$ cat src/rtl/disp_pkg.sv
// Shared types and helpers for the display page scheduler.
package disp_pkg;

  localparam int unsigned PAGE_W  = 2;
  localparam int unsigned MAX_SRC = 4;
  localparam int unsigned DWELL_W = 16;

  typedef enum logic [1:0] {
    IDLE  = 2'd0,
    SHOW  = 2'd1,
    ALARM = 2'd2
  } state_t;

  // First set bit of vld at cur+1, cur+2, ... wrapping, with cur itself last.
  // Zero-padding vld to MAX_SRC makes the mod-4 walk equal to a mod-N_SRC walk.
  function automatic logic [PAGE_W-1:0] next_vld(input logic [MAX_SRC-1:0] vld,
                                                  input logic [PAGE_W-1:0]  cur);
    logic [PAGE_W-1:0] idx;
    next_vld = cur;
    for (int k = MAX_SRC; k >= 1; k--) begin
      idx = cur + PAGE_W'(k);
      if (vld[idx]) next_vld = idx;
    end
  endfunction

endpackage

$ cat src/rtl/rr_next_sel.sv
// Rotate-and-priority search for the next valid source after a given index.
module rr_next_sel
  import disp_pkg::*;
#(
  parameter int unsigned N_SRC = 4
) (
  input  logic [N_SRC-1:0]  i_vld,
  input  logic [PAGE_W-1:0] i_cur,
  output logic [PAGE_W-1:0] o_idx_c,
  output logic              o_found_c
);

  logic [MAX_SRC-1:0] w_vld;

  assign w_vld     = MAX_SRC'(i_vld);
  assign o_idx_c   = next_vld(w_vld, i_cur);
  assign o_found_c = |i_vld;

endmodule

$ cat src/rtl/disp_page_sched.sv
// Page scheduler feeding the 4-digit 7-seg driver: dwell/button rotation, invalid-source skip, alarm preempt.
// Optional DISP_BLINK_EN: decimal point blinks every BLINK_MS ticks while the alarm page is shown.
module disp_page_sched
  import disp_pkg::*;
#(
  parameter int unsigned N_SRC    = 4,
  parameter int unsigned PAGE_MS  = 2000,
  parameter int unsigned BLINK_MS = 250
) (
  input  logic                 clk,
  input  logic                 rst_n,
  input  logic                 ce1ms,
  input  logic [N_SRC-1:0]     src_vld,
  input  logic [16*N_SRC-1:0]  src_dat,
  input  logic [N_SRC-1:0]     src_dp,
  input  logic                 alarm,
  input  logic                 btn_next,
  input  logic                 auto_en,
  output logic [15:0]          dat,
  output logic                 set_P,
  output logic [PAGE_W-1:0]    page,
  output logic                 page_vld
);

  if (N_SRC < 2 || N_SRC > MAX_SRC || PAGE_MS < 1 || PAGE_MS > 65535 || BLINK_MS < 1) begin : g_bad_cfg
    $error("disp_page_sched: parameter out of range");
  end

  state_t               r_state;
  logic [PAGE_W-1:0]    r_page;
  logic [PAGE_W-1:0]    r_saved;
  logic [DWELL_W-1:0]   r_dwell;

  logic [15:0]          w_dat [N_SRC];
  logic [PAGE_W-1:0]    w_cur;
  logic [PAGE_W-1:0]    w_nxt_idx;
  logic                 w_nxt_found;
  logic                 w_dwell_exp;
  logic                 w_adv;

  for (genvar i = 0; i < N_SRC; i++) begin : g_dat
    assign w_dat[i] = src_dat[16*i +: 16];
  end

  // Search origin: IDLE looks for the lowest valid, ALARM resumes after the saved page.
  always_comb begin
    w_cur = r_page;
    case (r_state)
      IDLE:    w_cur = PAGE_W'(N_SRC - 1);
      ALARM:   w_cur = r_saved;
      default: w_cur = r_page;
    endcase
  end

  rr_next_sel #(.N_SRC(N_SRC)) u_next (
    .i_vld     (src_vld),
    .i_cur     (w_cur),
    .o_idx_c   (w_nxt_idx),
    .o_found_c (w_nxt_found)
  );

  assign w_dwell_exp = ce1ms && auto_en && (r_dwell == DWELL_W'(PAGE_MS - 1));
  assign w_adv       = btn_next || w_dwell_exp || !src_vld[r_page];
  assign page        = r_page;

`ifdef DISP_BLINK_EN
  logic               r_blink;
  logic [15:0]        r_blink_cnt;

  // Blink phase restarts at 1 on every alarm entry and only runs while in ALARM.
  always_ff @(posedge clk) begin
    if (!rst_n) begin
      r_blink     <= 1'b0;
      r_blink_cnt <= '0;
    end else if (r_state != ALARM && alarm) begin
      r_blink     <= 1'b1;
      r_blink_cnt <= '0;
    end else if (r_state == ALARM && ce1ms) begin
      if (r_blink_cnt == 16'(BLINK_MS - 1)) begin
        r_blink     <= ~r_blink;
        r_blink_cnt <= '0;
      end else begin
        r_blink_cnt <= r_blink_cnt + 16'd1;
      end
    end
  end
`endif

  always_ff @(posedge clk) begin
    if (!rst_n) begin
      r_state  <= IDLE;
      r_page   <= '0;
      r_saved  <= '0;
      r_dwell  <= '0;
      dat      <= '0;
      set_P    <= 1'b0;
      page_vld <= 1'b0;
    end else begin
      // Display word lags the page register by one cycle.
      if (r_state == IDLE) begin
        dat      <= '0;
        set_P    <= 1'b0;
        page_vld <= 1'b0;
      end else begin
        dat      <= w_dat[r_page];
        page_vld <= src_vld[r_page];
`ifdef DISP_BLINK_EN
        set_P    <= (r_state == ALARM) ? r_blink : src_dp[r_page];
`else
        set_P    <= src_dp[r_page];
`endif
      end

      case (r_state)
        IDLE: begin
          if (alarm) begin
            r_state <= ALARM;
            r_saved <= r_page;
            r_page  <= '0;
          end else if (w_nxt_found) begin
            r_state <= SHOW;
            r_page  <= w_nxt_idx;
            r_dwell <= '0;
          end
        end
        SHOW: begin
          if (alarm) begin
            r_state <= ALARM;
            r_saved <= r_page;
            r_page  <= '0;
          end else if (!w_nxt_found) begin
            r_state <= IDLE;
          end else if (w_adv) begin
            // All triggers in one cycle collapse into one step.
            r_page  <= w_nxt_idx;
            r_dwell <= '0;
          end else if (ce1ms && auto_en) begin
            r_dwell <= r_dwell + DWELL_W'(1);
          end
        end
        ALARM: begin
          if (!alarm) begin
            r_state <= w_nxt_found ? SHOW : IDLE;
            r_page  <= src_vld[r_saved] ? r_saved : w_nxt_idx;
            r_dwell <= '0;
          end
        end
        default: r_state <= IDLE;
      endcase
    end
  end

endmodule

$ cat config.mk
export PLATFORM = sky130hd
export DESIGN_NAME = disp_page_sched
export DESIGN_NICKNAME = d
export VERILOG_FILES = /design/src/rtl/disp_pkg.sv /design/src/rtl/rr_next_sel.sv /design/src/rtl/disp_page_sched.sv
export SDC_FILE = /design/constraint.sdc
export NUM_CORES = 1
export LEC_CHECK = 0
export BUFFER_PORTS_ARGS = -buffer_cell sky130_fd_sc_hd__buf_2
export CAP_MARGIN = 20
export CORE_AREA = 2 2 90 92
export DETAILED_ROUTE_END_ITERATION = 7
export DIE_AREA = 0 0 92 94
export MAX_ROUTING_LAYER = met4
export PLACE_DENSITY = 0.51
export SETUP_SLACK_MARGIN = 0.05
export SLEW_MARGIN = 20
export SYNTH_ARGS = -nofsm -noshare
export SYNTH_HDL_FRONTEND = slang
export SYNTH_SLANG_ARGS = --single-unit
$ cat constraint.sdc
create_clock -name clk -period 4.2 [get_ports clk]
set_input_delay 0.42 -clock clk [delete_from_list [all_inputs] [get_ports clk]]
set_output_delay 0.42 -clock clk [all_outputs]
set_load 0.01 [all_outputs]
Word level (Yosys, flattened, before mapping)
Index checks and enable logic that the tools add are counted.
{"block": "word_totals", "wordCells": 88, "regBits": 40, "inputBits": 78, "output_inout_bits": 20}
{"block": "op_classes", "add_sub_neg": 4, "reduce_logical": 14, "bitwise": 2, "muxes": 42, "eq_ne": 13, "order_cmp": 6}
{"op": "$mux W16", "n": 9}
{"op": "$pmux W16 S3", "n": 1}
{"op": "$bmux W16 S2", "n": 1}
{"op": "$mux W2", "n": 15}
{"op": "$add A16 B1 Y16 const B", "n": 1}
{"op": "$eq A16 B11 Y1 const B", "n": 1}
{"op": "$lt A2 B3 Y1 const B", "n": 5}
{"op": "$ne A3 B3 Y1 const B", "n": 5}
{"op": "$bmux W1 S2", "n": 6}
{"op": "$pmux W2 S3", "n": 2}
{"op": "$ne A2 B2 Y1 const B", "n": 5}
{"op": "$mux W1", "n": 7}
{"op": "$reduce_and A7 Y1", "n": 1}
{"op": "$reduce_and A5 Y1", "n": 1}
{"op": "$add A2 B2 Y2 const B", "n": 2}
{"op": "$pmux W2 S2", "n": 1}
{"op": "$reduce_or A2 Y1", "n": 2}
{"op": "$reduce_or A4 Y1", "n": 1}
{"op": "$ge A3 B3 Y1 const B", "n": 1}
{"op": "$not A2 Y3", "n": 1}
{"op": "$reduce_and A3 Y1", "n": 1}
{"op": "$reduce_bool A3 Y1", "n": 1}
{"op": "$add A2 B1 Y2 const B", "n": 1}
{"op": "$eq A2 B1 Y1 const B", "n": 1}
{"op": "7 further kinds", "n": 9}

Logic depth before layout (Yosys ltp)
{"block": "logic_depth", "word_depth": 12, "ltp_mapped": 7, "mapped_depth_nobuf": 6}

Modules after synthesis
From an unflattened synthesis, not the netlist that was laid out.
{"block": "hier_totals", "cells_unflattened": 232, "area_unflattened_um2": 2354.8}
{"module": "disp_page_sched", "area_each_um2": 2272.2, "instances": 1, "cells_each": 218, "seq_area_each_um2": 800.8}
{"module": "rr_next_sel", "area_each_um2": 82.6, "instances": 1, "cells_each": 14, "seq_area_each_um2": 0.0}

Worst setup path after synthesis
Ideal clock, no wire load.
{"block": "synth_timing", "kind": "register to register", "from": "register r_page[1], in the netlist page[1]", "to": "register r_dwell[10]", "setup_ns": 0.074, "synth_period_minus_slack_ns": 2.221, "path_stages_with_launch": 7, "arrival_ns": 2.148, "path_buffers": 1, "required_ns": 4.126, "slack_ns": 1.979, "path_cell_list": "dfxtp_1 > mux4_2 > and3_1 > clkbuf_2 > or3_4 > or4_4 > o211ai_2"}
{"block": "synth_between", "elab_chain_len": 8, "word_cells_on_any_way": 10, "cone_classes": "eq/ne (1); mux (6); reduce/logical (3)"}
{"element": "start, declared", "line": "disp_page_sched.sv:30", "rtl": "logic [PAGE_W-1:0] r_page;"}
{"element": "start signal, assigned", "line": "disp_page_sched.sv:122", "rtl": "r_page <= w_nxt_idx;"}
{"element": "start signal, assigned", "line": "disp_page_sched.sv:135", "rtl": "r_page <= w_nxt_idx;"}
{"element": "start signal, assigned", "line": "disp_page_sched.sv:144", "rtl": "r_page <= src_vld[r_saved] ? r_saved : w_nxt_idx;"}
{"element": "$bmux W1 S2 (*)", "line": "disp_page_sched.sv:63", "rtl": "assign w_adv = btn_next || w_dwell_exp || !src_vld[r_page];"}
{"element": "$mux W1 (implied by the code) (*)", "line": "disp_page_sched.sv:63"}
{"element": "$logic_not A1 Y1 (*)", "line": "disp_page_sched.sv:63"}
{"element": "$logic_or A1 B1 Y1 (*)", "line": "disp_page_sched.sv:63"}
{"element": "$mux W16", "line": "disp_page_sched.sv:133", "rtl": "end else if (w_adv) begin"}
{"element": "$mux W16", "line": "disp_page_sched.sv:131", "rtl": "end else if (!w_nxt_found) begin"}
{"element": "$mux W16", "line": "disp_page_sched.sv:127", "rtl": "if (alarm) begin"}
{"element": "$pmux W16 S3", "line": "disp_page_sched.sv:114", "rtl": "case (r_state)"}
{"element": "end signal, assigned", "line": "disp_page_sched.sv:138", "rtl": "r_dwell <= r_dwell + DWELL_W'(1);"}
{"element": "end, declared", "line": "disp_page_sched.sv:32", "rtl": "logic [DWELL_W-1:0] r_dwell;"}
Mark *: on every way between the ends. The rest lies on a longest branch, timed or not. The select of a mux whose other input is x is not followed.
A chain may end at the register's enable or synchronous reset.

Worst setup path after layout
Ends and elaborated chain as after synthesis.

==> summary.md <==
| Metric | Value |
|---|---|
| Status | complete, no violations |
| Post-Layout Inst Area | 2940 sq um |
| Sequential share of the synthesized area | 35.9% |
| Critical path's top delay family | simple AND/OR/NAND/NOR gates |
| CP endpoint kind | flip-flop |
| Row cnt | 32 |
| Clock transition at the registers of the reported paths | 0.08 ns |
| Final setup viols | 0 |
| Final min period | 3.04 ns |
| PortBufs | 97 |
| CTS tree | done |
| Tcrit/Tclk final | 72.3% |
| Routed WL | 5970 um |
| Clock Path Buffers | 2 |
| Distinct cells, synth | 45 |
| DR vias | 2052 |
| Via density | 4.84 |
| Worst setup path category | reg2reg |
| Placed Cells | 416 |
| First-pass GRT wire length | 9170 um |
| Ys flop type | dfxtp_1 |
| Worst IR Drop VDD | 0.130 mV |
| Root buf cell | clkbuf_8 |
| Syn Nets | 304 |
| Relative slew slack | 31.2% |
| Post-CTS Setup Repair Bufs | 0 |
| # DRC | 0 |
| Pwr/cell area | 307 nW/um^2 |
| Diode count | 0 |
| P&R area growth vs syn | 31.8% |
| EDFF count, synth | 0 |
| Mean area per synthesized cell | 9.92 sq um |
| Synthesis-stage register bit count | 40 |
| Mapped Cells | 225 |
| Router iterations before antenna repair | 4 |
| Die X | 92 um |
| Wire length per cell | 14.1 um |
| Final core utilization | 38.7% |
| Crit Path Max Fanout | 23 |
| Leakage | 1.17 nW |
| Core Footprint | 7610 sq um |
| DRT antenna net count | 0 |
| Area after DPL | 2830 sq um |
| Post-CTS Hold Fix Bufs | 0 |
| Post-CTS sizing | 0 |
| CP Data Arrival Time | 3.27 ns |
| Post-DP HPWL | 4480 um |
| WP data required | 4.43 ns |
| Worst-Margin Slew | 1.03 ns |
| GRT Overall Usage | 13.7% |
| Place WS | 1.12 ns |
| Initial antenna violation count | 0 |
| Die footprint | 8650 sq um |
| Fin. Hold Viols | 0 |
| Drt first-iter violations | 91 |
| CTS Buf Count | 5 |
| Total power | 0.903 mW |
| Min Hold Slack | 0.382 ns |
| Grt ovf | 0 |
| Final Wtd Congestion | 0.861 |
| RSZ-0062 raised after global routing | no |
| CP cell instances | mux4_2 -> and3_1 -> or3_4 -> or4_4 -> o211ai_2 |
| Setup crit start kind | flip-flop |
| Share of cells above drive strength 1 | 41.9% |
| Height of the die | 94 um |
| Largest net degree at the start of global routing | 24 |
| Ys Warns | 0 |
| Fin nets | 400 |
| Number of global-route vias before repair | 1880 |
| Initial Util | 29.3% |
| Final Max Slew Viols | 0 |
| Setup WS post-layout | 1.16 ns |
| Post-route insts no fill | 424 |
| Critical-path top delay cell | dfxtp_1 |
| Fillers | 786 |
| Sum of negative setup slack | 0 ns |
| Max Cap Viol | 0 |
| Worst clock skew | 0.00768 ns |
| IO Count | 98 |
| Worst path max stage delay | 1.00 ns |
| Clk_lat worst skew | 0.30 ns |
| Post-synthesis async set-or-reset flop share | 0% |
| CTS sink cnt | 40 |
| H-tree lvl count | 2 |
| Worst Hold Class | in2reg |
| Max Fclk | 0.329 GHz |
| Crit path buffers/inverters | 0 |
| Synthesized area | 2230 sq um |
power by group:
group | switching (mW) | total (mW) | internal, mW | leakage (nW)
Combinational | 0.0690 | 0.167 | 0.0981 | 0.790
Clock | 0.147 | 0.326 | 0.179 | 0.0548
Sequential | 0.0166 | 0.410 | 0.394 | 0.326
placed cells by master (no fill, tap or decap), types with 4 or more instances in the layout:
master,Yosys,routed
buf_2,2,97
dfxtp_1,40,40
nor2_1,20,20
nor2b_1,19,19
mux4_2,18,18
nand2_1,13,13
xnor2_1,13,13
nor4_1,8,8
nand3_1,7,7
mux2i_1,6,6
a21oi_1,5,5
nand4_1,5,5
nor3_1,5,5
clkbuf_8,0,5
and3_1,4,4
o21ai_0,4,4
inv_1,4,4
nand2b_1,4,4
buf_4,0,4
per-layer routing:
layer	global-route usage [%]	share of wire (%)	vias to the layer above
met2	21.2	48	61
li1	-	-	1027
met1	18.4	46	957
met4	4.48	1.3	0
met3	2.49	5.4	7
met5	-	0	-
cells in the mapped netlist, types with 4 or more instances:
library cell   n  area share [%]
a21oi_1        5             1.1
nand4_1        5             1.4
nand2b_1       4             1.1
nand3_1        7             1.6
inv_1          4            0.67
nor3_1         5             1.1
nor2b_1       19             5.3
mux2i_1        6             2.7
mux4_2        18              18
and3_1         4             1.1
nor4_1         8             2.2
dfxtp_1       40              36
nand2_1       13             2.2
clkbuf_1       6             1.0
xnor2_1       13             5.1
o21ai_0        4            0.90
nor2_1        20             3.4
state kept, by name (all words and copies together), names as in the netlist:
register  cells
page_vld      1
r_state       2
r_dwell      16
page          2
dat          16
set_P         1
r_saved       2
path summary, 6_finish.rpt:
kind	from	end	slack, ns	cells past startpoint
max reg2reg	page[1]	r_dwell[10]	1.16	5
min reg2reg	r_dwell[15]	r_dwell[15]	0.54	2
max	page[1]	r_dwell[10]	1.16	5
min	alarm	r_state[0]	0.38	2
layout make-up:
class	count	area, sq um	share of cell area, %
Clock buffer	5	68.8	2.34
Clock inverter	3	46.3	1.57
Tap cell	102	128	4.34
Inverter	4	15.0	0.511
Multi-Input combinational cell	169	1370	46.5
Timing Repair Buffer	101	515	17.5
Sequential cell	40	801	27.2
logic make-up after synthesis:
logic type / share of synthesized area, %
AO/OA/AOI/OAI: 9.09
XOR/XNOR: 5.10
adder cells (fa/ha/maj): 0.561
buffers and inverters: 2.86
flip-flops: 35.9
multiplexers: 20.9
AND/OR/NAND/NOR: 25.6
(Power assumes the default switching activity.)
